--- src/rtl/demux1t8_32_wr_if.sv ---
// Write-side bus for the 1-to-8 distributor: request handshake plus the eight held channel outputs.
interface demux1t8_32_wr_if;
    logic        in_valid;
    logic        in_ready;
    logic [2:0]  s;
    logic [31:0] din;
    logic [3:0]  be;
    logic        bcast;
    logic [31:0] O0, O1, O2, O3, O4, O5, O6, O7;
    logic [7:0]  upd;
    logic        busy;

    modport master (
        output in_valid, s, din, be, bcast,
        input  in_ready, O0, O1, O2, O3, O4, O5, O6, O7, upd, busy
    );

    modport slave (
        input  in_valid, s, din, be, bcast,
        output in_ready, O0, O1, O2, O3, O4, O5, O6, O7, upd, busy
    );
endinterface

--- src/rtl/demux1t8_32_wr.sv ---
// 1-to-8 registered write distributor with byte-enable merge and sequential broadcast.
module demux1t8_32_wr #(
    parameter logic [31:0] RST_VAL = 32'h0000_0000
) (
    input logic              clk,
    input logic              rst,
    demux1t8_32_wr_if.slave  bus
);

    typedef enum logic {IDLE, BCAST} state_t;

    state_t      r_state;
    state_t      w_next_state;
    logic        w_accept;
    logic [2:0]  r_cnt;
    logic [31:0] r_bd;
    logic [3:0]  r_bbe;
    logic [31:0] r_o [0:7];
    logic [7:0]  r_upd;

    function automatic logic [31:0] f_merge(input logic [31:0] i_old,
                                            input logic [31:0] i_new,
                                            input logic [3:0]  i_be);
        f_merge = i_old;
        for (int unsigned i = 0; i < 4; i++) begin
            if (i_be[i]) f_merge[8*i +: 8] = i_new[8*i +: 8];
        end
    endfunction

    always_comb begin
        w_next_state = r_state;
        w_accept     = bus.in_valid & (r_state == IDLE);
        case (r_state)
            IDLE:    if (w_accept && bus.bcast) w_next_state = BCAST;
            BCAST:   if (r_cnt == 3'd7)         w_next_state = IDLE;
            default: w_next_state = IDLE;
        endcase
    end

    always_ff @(posedge clk or posedge rst) begin
        if (rst) r_state <= IDLE;
        else     r_state <= w_next_state;
    end

    always_ff @(posedge clk or posedge rst) begin
        if (rst) begin
            for (int unsigned k = 0; k < 8; k++) r_o[k] <= RST_VAL;
            r_upd <= '0;
            r_cnt <= '0;
            r_bd  <= '0;
            r_bbe <= '0;
        end else begin
            r_upd <= '0;
            if (r_state == BCAST) begin
                // cnt wraps 7 -> 0 on the final write, matching the return to IDLE
                r_o[r_cnt] <= f_merge(r_o[r_cnt], r_bd, r_bbe);
                r_upd      <= 8'd1 << r_cnt;
                r_cnt      <= r_cnt + 3'd1;
            end else if (w_accept) begin
                if (bus.bcast) begin
                    r_bd  <= bus.din;
                    r_bbe <= bus.be;
                    r_cnt <= '0;
                end else begin
                    r_o[bus.s] <= f_merge(r_o[bus.s], bus.din, bus.be);
                    r_upd      <= 8'd1 << bus.s;
                end
            end
        end
    end

    assign bus.in_ready = (r_state == IDLE);
    assign bus.busy     = (r_state == BCAST);
    assign bus.upd      = r_upd;
    assign bus.O0       = r_o[0];
    assign bus.O1       = r_o[1];
    assign bus.O2       = r_o[2];
    assign bus.O3       = r_o[3];
    assign bus.O4       = r_o[4];
    assign bus.O5       = r_o[5];
    assign bus.O6       = r_o[6];
    assign bus.O7       = r_o[7];

endmodule

--- src/flat_wrapper.sv ---
// flat-port wrapper written by rule: the top's interface ports become plain ports
module demux1t8_32_wr_flat 
#(
    parameter logic [31:0] RST_VAL = 32'h0000_0000
)
  (clk, rst, bus_in_valid, bus_s, bus_din, bus_be, bus_bcast, bus_in_ready, bus_O0, bus_O1, bus_O2, bus_O3, bus_O4, bus_O5, bus_O6, bus_O7, bus_upd, bus_busy);
  demux1t8_32_wr_if bus_i ();
  input logic clk;
  input logic rst;
  input wire logic [$bits(bus_i.in_valid)-1:0] bus_in_valid;
  input wire logic [$bits(bus_i.s)-1:0] bus_s;
  input wire logic [$bits(bus_i.din)-1:0] bus_din;
  input wire logic [$bits(bus_i.be)-1:0] bus_be;
  input wire logic [$bits(bus_i.bcast)-1:0] bus_bcast;
  output wire logic [$bits(bus_i.in_ready)-1:0] bus_in_ready;
  output wire logic [$bits(bus_i.O0)-1:0] bus_O0;
  output wire logic [$bits(bus_i.O1)-1:0] bus_O1;
  output wire logic [$bits(bus_i.O2)-1:0] bus_O2;
  output wire logic [$bits(bus_i.O3)-1:0] bus_O3;
  output wire logic [$bits(bus_i.O4)-1:0] bus_O4;
  output wire logic [$bits(bus_i.O5)-1:0] bus_O5;
  output wire logic [$bits(bus_i.O6)-1:0] bus_O6;
  output wire logic [$bits(bus_i.O7)-1:0] bus_O7;
  output wire logic [$bits(bus_i.upd)-1:0] bus_upd;
  output wire logic [$bits(bus_i.busy)-1:0] bus_busy;
  assign bus_i.in_valid = bus_in_valid;
  assign bus_i.s = bus_s;
  assign bus_i.din = bus_din;
  assign bus_i.be = bus_be;
  assign bus_i.bcast = bus_bcast;
  assign bus_in_ready = bus_i.in_ready;
  assign bus_O0 = bus_i.O0;
  assign bus_O1 = bus_i.O1;
  assign bus_O2 = bus_i.O2;
  assign bus_O3 = bus_i.O3;
  assign bus_O4 = bus_i.O4;
  assign bus_O5 = bus_i.O5;
  assign bus_O6 = bus_i.O6;
  assign bus_O7 = bus_i.O7;
  assign bus_upd = bus_i.upd;
  assign bus_busy = bus_i.busy;
  demux1t8_32_wr #(.RST_VAL(RST_VAL)) u_core (.clk(clk), .rst(rst), .bus(bus_i));
endmodule
--- config.mk ---
export PLATFORM = sky130hd
export DESIGN_NAME = demux1t8_32_wr_flat
export DESIGN_NICKNAME = d
export VERILOG_FILES = /design/src/rtl/demux1t8_32_wr_if.sv /design/src/rtl/demux1t8_32_wr.sv /design/src/flat_wrapper.sv
export SDC_FILE = /design/constraint.sdc
export NUM_CORES = 1
export LEC_CHECK = 0
export ABC_AREA = 1
export CAP_MARGIN = 10
export CORE_MARGIN = 4
export CORE_UTILIZATION = 51
export CTS_CLUSTER_SIZE = 25
export DETAILED_ROUTE_END_ITERATION = 6
export GPL_ROUTABILITY_DRIVEN = 0
export HOLD_SLACK_MARGIN = 0.15
export PLACE_DENSITY = 0.79
export SLEW_MARGIN = 20
export SYNTH_ARGS = -nofsm -noshare
export SYNTH_HDL_FRONTEND = slang
export SYNTH_SLANG_ARGS = --single-unit
--- constraint.sdc ---
create_clock -name clk -period 10.85 [get_ports clk]
set_input_delay 2.17 -clock clk [delete_from_list [all_inputs] [get_ports clk]]
set_output_delay 2.17 -clock clk [all_outputs]
set_load 0.005 [all_outputs]
==> flow_summary.json, run 1 <==
{
  "start_kind": "input port",
  "slew_viol_final": 0,
  "p_sw_uw": 3460,
  "dp_cells": 4202,
  "wl_per_cell_um": 21.3,
  "clk_pin_slew_ns": 0.06,
  "setup_tns_ns": 0,
  "drt_wl_total_um": 90600,
  "max_cap_viol_count": 0,
  "syn_avg_cell_area_um2": 5.95,
  "io_pins": 309,
  "cts_sinks": 304,
  "crit_chain": "buf_4, inv_4, nor4_4, nand2_1, nand2_1, buf_4, inv_2, nand2_1, nand2_1",
  "p_leak_uw": 0.0139,
  "p_sw_share_pct": 48.1,
  "hold_buffers": 0,
  "cts_buffers": 35,
  "gr-total-overflow": 0,
  "drive_gt1_share_pct": 5.90,
  "syn_to_final_growth_pct": 19.6,
  "fin_area_mm2": 0.0254,
  "routed_via_density": 5.88,
  "postCtsSetupRepairBufs": 0,
  "ir_drop_uv": 160,
  "grt_pass1_wl_um": 136000,
  "cts_resized": 0,
  "final-setup-viol-count": 0,
  "syn_inst": 3565,
  "pre_cts_ws_ns": 5.16,
  "yosys-top-cells-area": "nand2_1 (42%), dfrtp_1 (36%), nand3_1 (9.8%), buf_2 (2.4%), mux2_2 (1.7%)",
  "power_density_mw_per_mm2": 284,
  "insertion_delay_ns": 0.53,
  "startpoint": "bus_s[0]",
  "grt_use_total_pct": 39.1,
  "vias": 25044,
  "synth.distinct_cells": 29,
  "setup_slack_ns": 5.52,
  "skew_ns": 0.0122,
  "cts_tree": "built",
  "dpl.hpwl_um": 52400,
  "rows": 74,
  "power.internal_uw": 3740,
  "hold_viol": 0,
  "die_h_um": 212,
  "crit_buf_inv": 4,
  "yosys.area.top_type": "nand2_1",
  "status": "completed",
  "placed_area_mm2": 0.0242,
  "core_area_mm2": 0.0410,
  "io_buffers": 308,
  "synth_top_area_share_pct": 42.3,
  "seq_power_share_pct": 31.4,
  "relSlewSlack_pct": 25.9,
  "holdCritPathClass": "register to register",
  "initial_core_util_pct": 51.8,
  "rsz0062_at_grt": "no",
  "p_clk_share_pct": 17.3,
  "max_freq_mhz": 188,
  "drt_first_pass_iters": 6,
  "cp-end-kind": "register",
  "antenna_found_initial": 0,
  "setup.worst_path.class": "input port to register",
  "ant_nets": 0,
  "die_area_mm2": 0.0449,
  "crit_top_cell": "nand2_1",
  "finalNonFillerCells": 4261,
  "dieWidth_um": 212,
  "drc": 0,
  "final_cell_mix": "nand2_1 (2392), nand3_1 (413), clkdlybuf4s50_1 (305), dfrtp_1 (301), clkbuf_16 (37)",
  "crit_slowest_cell": "buf_4",
  "grt_pass1_vias": 22822,
  "root_buffer": "clkbuf_16",
  "grt_max_degree": 175,
  "hold_start": "u_core.r_bd[0]$_DFFE_PP0P_",
  "ys_seq_elements": 304,
  "crit_family": "buffers and inverters",
  "regToRegStartpoint": "u_core.r_cnt[1]$_DFFE_PP0P_",
  "num-nets-final": 3756,
  "crit_fanout": 67,
  "syn-num-nets": 3614,
  "period_needed_ns": 5.33,
  "post-route-util_pct": 61.9,
  "crit_path_max_incr_delay_ns": 0.69,
  "synth.cell_area_mm2": 0.0212,
  "cp.required_ns": 11.27,
  "final_common_cell": "nand2_1",
  "htreeDepth": 2,
  "ys_seq_area_share_pct": 35.8,
  "period_share_pct": 49.1,
  "crit_arrival_ns": 5.75,
  "dr.first_iter.drc_count": 3793,
  "tightest_slew_ns": 1.11,
  "yosys_warnings": 0,
  "clock_path_buffers": 3,
  "power_frac_comb_pct": 51.3
}
[cell families after synthesis]
| kind of cell | count (synthesis) | synth area share [%] |
|---|---|---|
| simple gates | 2911 | 55.2 |
| flops | 304 | 35.8 |
| buf+inv | 288 | 6.21 |
| mux | 32 | 1.70 |
| compound gates | 24 | 0.684 |
| fa+ha+maj | 6 | 0.354 |
[registers in the layout, indices dropped and copies added (netlist names)]
name	count
u_core.bus.O0	32
u_core.bus.O1	32
u_core.bus.O2	32
u_core.bus.O3	32
u_core.bus.O4	32
u_core.bus.O5	32
u_core.bus.O6	32
u_core.bus.O7	32
u_core.r_bd	32
u_core.bus.upd	8
u_core.r_bbe	4
u_core.r_cnt	3
u_core.bus.busy	1
[power groups by stage]
| stage | sequential (uW) | combinational, uW | clock (uW) |
|---|---|---|---|
| 4_1_cts | 2220 | 3610 | 1250 |
| 3_5_place_dp | 2230 | 3590 | 0 |
| 2_1_floorplan | 2040 | 2000 | 0 |
| 3_3_place_gp | 2240 | 3540 | 0 |
| 5_1_grt | 2300 | 3980 | 1290 |
| 6_report | 2260 | 3700 | 1250 |
[per-stage QoR]
| step | hold slack (ns) | total power (uW) |
|---|---|---|
| 6_report | 0.498 | 7210 |
| 3_5_place_dp | 0.486 | 5820 |
| 2_1_floorplan | 0.471 | 4040 |
| 3_3_place_gp | 0.478 | 5780 |
| 5_1_grt | 0.509 | 7580 |
| 4_1_cts | 0.498 | 7080 |
[synth_stat cells]
master and n:
nand2_1 2392, nand3_1 414, dfrtp_1 304, buf_2 101, clkbuf_1 70, buf_1 44
mux2_2 32, or2_2 32, inv_1 31, nor2_1 26, nand2_2 23, buf_4 18
inv_2 13, o21ai_0 11, nand4_1 7, a21oi_1 6, ha_1 6, buf_6 5
nor2_2 5, a21oi_2 4, clkinv_1 4, nor4_4 4, nor2_4 3, nor3_1 3
inv_4 2, nor3_2 2, a22o_1 1, a32o_1 1, o22ai_1 1
[final cells by class]
class                           instances  area [um2]
Clock buffer                           51        1060
Inverter                               50         203
Antenna cell                            1        2.50
Fill cell                            3889       15600
Timing Repair Buffer                  343        3350
Clock inverter                          7         113
Sequential cell                       304        7610
Tap cell                              532         666
Multi-Input combinational cell       2973       12400
[worst paths after layout]
path	endpoint	slack (ns)	cells after the start
min	u_core.r_bd[0]$_DFFE_PP0P_	0.50	1
min in group asynchronous	u_core.bus.O3[27]$_DFFE_PP0P_	2.17	2
min reg2reg	u_core.r_bd[0]$_DFFE_PP0P_	0.50	1
max in group asynchronous	u_core.r_cnt[0]$_DFFE_PP0P_	7.13	3
max	u_core.bus.O1[6]$_DFFE_PP0P_	5.52	9
max reg2reg	u_core.bus.O2[23]$_DFFE_PP0P_	6.44	9
[layer usage]
layer / vias up / part of all wire, % / global-route usage [%]
li1: 11296 / - / -
met1: 11243 / 37 / 52.4
met2: 2006 / 42 / 57.3
met3: 499 / 15 / 10.1
met4: 0 / 7.2 / 23.0
met5: - / 0 / 0
No activity file was read; power rests on OpenSTA's default activity.
==> inputs of run 2 (changes only) <==
- clock period: 10.85 -> 4.5 ns (I/O delays scaled with it)
==> flow_summary.json, run 2 (synthesis gave the netlist of run 1 again) <==
{
  "rrSetupSlack_ns": 1.23,
  "die_h_um": 212,
  "seq_power_share_pct": 31.5,
  "period_share_pct": 72.7,
  "clk_pin_slew_ns": 0.06,
  "dr.first_iter.drc_count": 3605,
  "crit_fanout": 63,
  "status": "finished, violations left",
  "multi_input_comb_area_mm2": 0.0124,
  "slew_viol_final": 0,
  "nFillCells": 3774,
  "cts_tree": "built",
  "cts_resized": 0,
  "power_density_mw_per_mm2": 688,
  "cts_buffers": 35,
  "drive_gt1_share_pct": 6.66,
  "cp-end-kind": "register",
  "root_buffer": "clkbuf_16",
  "hold_viol": 0,
  "postCtsSetupRepairBufs": 0,
  "drt_wl_total_um": 91600,
  "ir_drop_uv": 493,
  "p_clk_share_pct": 18.4,
  "final_common_cell": "nand2_1",
  "dieWidth_um": 212,
  "start_kind": "register",
  "ant_nets": 0,
  "fin_area_mm2": 0.0257,
  "final_cell_mix": "nand2_1 (2392), nand3_1 (413), clkdlybuf4s50_1 (305), dfrtp_1 (301), buf_4 (52)",
  "htreeDepth": 2,
  "gr-total-overflow": 0,
  "grt_pass1_wl_um": 138000,
  "placed_area_mm2": 0.0244,
  "seqCellArea_mm2": 0.00761,
  "tightest_slew_ns": 1.14,
  "period_needed_ns": 3.27,
  "drc": 13,
  "core_area_mm2": 0.0410,
  "crit_slowest_cell": "nor2_4",
  "grt_max_degree": 91,
  "initial_core_util_pct": 51.8,
  "wl_per_cell_um": 21.4,
  "insertion_delay_ns": 0.53,
  "io_buffers": 308,
  "hold_buffers": 0,
  "rows": 74,
  "relSlewSlack_pct": 24.3,
  "p_leak_uw": 0.0141,
  "cts_sinks": 304,
  "clock_path_buffers": 3,
  "io_pins": 309,
  "max_cap_viol_count": 0,
  "power.internal_uw": 9290,
  "insertedDiodeCount": 0,
  "power_frac_comb_pct": 50.1,
  "antenna_found_initial": 0,
  "crit_chain": "inv_4, nor2_4, nand2_1, nor2_4, a21oi_4, inv_2, nand2_1, nand2_1",
  "routed_via_density": 5.88,
  "grt_use_total_pct": 39.4,
  "violations": "DRC",
  "total_power_uw": 17700,
  "syn_to_final_growth_pct": 21.1,
  "crit_top_cell": "nand2_1",
  "max_freq_mhz": 306,
  "rsz0062_at_grt": "no",
  "crit_arrival_ns": 3.73,
  "p_sw_share_pct": 47.5,
  "crit_path_max_incr_delay_ns": 0.63,
  "grt_pass1_vias": 23091,
  "final-setup-viol-count": 0,
  "die_area_mm2": 0.0449,
  "dpl.hpwl_um": 54900,
  "setup.worst_path.class": "register to register",
  "p_sw_uw": 8410,
  "cp.required_ns": 4.96,
  "vias": 25209,
  "drt_first_pass_iters": 7,
  "skew_ns": 0.0121,
  "holdCritPathClass": "register to register",
  "num-nets-final": 3777
}
run 2: cell types whose count changed in the layout (fill, tap and decap cells not counted), sizes merged:
cell      before  now
clkinvlp       1    2
inv           46   45
bufinv         3    7
clkinv         7   14
buf           38   59
clkbuf        51   45
diode          1    0
run 2: final timing paths:
check                                       startpoint                             to  depth (start not counted)
hold reg to reg            u_core.r_bd[18]$_DFFE_PP0P_    u_core.r_bd[18]$_DFFE_PP0P_                          1
max in group asynchronous                          rst  u_core.bus.O1[10]$_DFFE_PP0P_                          3
setup reg to reg           u_core.r_cnt[1]$_DFFE_PP0P_  u_core.bus.O3[14]$_DFFE_PP0P_                          8
min in group asynchronous                          rst  u_core.bus.O4[28]$_DFFE_PP0P_                          2
hold / removal             u_core.r_bd[18]$_DFFE_PP0P_    u_core.r_bd[18]$_DFFE_PP0P_                          1
setup / recovery           u_core.r_cnt[1]$_DFFE_PP0P_  u_core.bus.O3[14]$_DFFE_PP0P_                          8
run 2: worst max-delay path, delay by kind of cell (launching register included):
| kind | cells | cell delay (ns) |
|---|---|---|
| buffers and inverters | 2 | 0.92 |
| AO/OA/AOI/OAI | 1 | 0.06 |
| AND/OR/NAND/NOR | 5 | 1.83 |
| flip-flops | 1 | 0.38 |
run 2: stage by stage:
stage	std cells	setup WS, ns	setup TNS [ns]	util (%)	hold slack [ns]
3_5_place_dp	4223	1.05	0	59.5	0.486
4_1_cts	4286	1.45	0	62.7	0.500
5_1_grt	4286	1.23	0	62.7	0.509
3_3_place_gp	4223	1.09	0	59.5	0.479
6_report	4286	1.23	0	62.7	0.500
2_1_floorplan	3565	-0.443	-134.67	-	0.471
run 2: power by group through the flow:
stage	Clock, uW	Sequential (uW)	Combinational (uW)
floorplan	0	4920	4820
global placement	0	5500	8470
detailed placement	0	5510	8570
CTS	3230	5490	8620
global route	3350	5680	9550
finish	3250	5580	8870
run 2: area by class of cell:
type / instances / area share [%]
multi-input cells: 2973 / 48.2
flip-flops and latches: 304 / 29.6
repair buffers: 364 / 13.8
clock buffers: 45 / 3.99
well taps: 532 / 2.59
clock inverters: 18 / 1.04
inverters: 50 / 0.774
run 2: layer usage:
| layer | track usage [%] | share of wire (%) | vias to the layer above |
|---|---|---|---|
| li1 | - | - | 11340 |
| met4 | 24.7 | 7.5 | 0 |
| met2 | 58.0 | 42 | 2104 |
| met5 | 0 | 0 | - |
| met3 | 9.99 | 14 | 547 |
| met1 | 52.2 | 36 | 11218 |
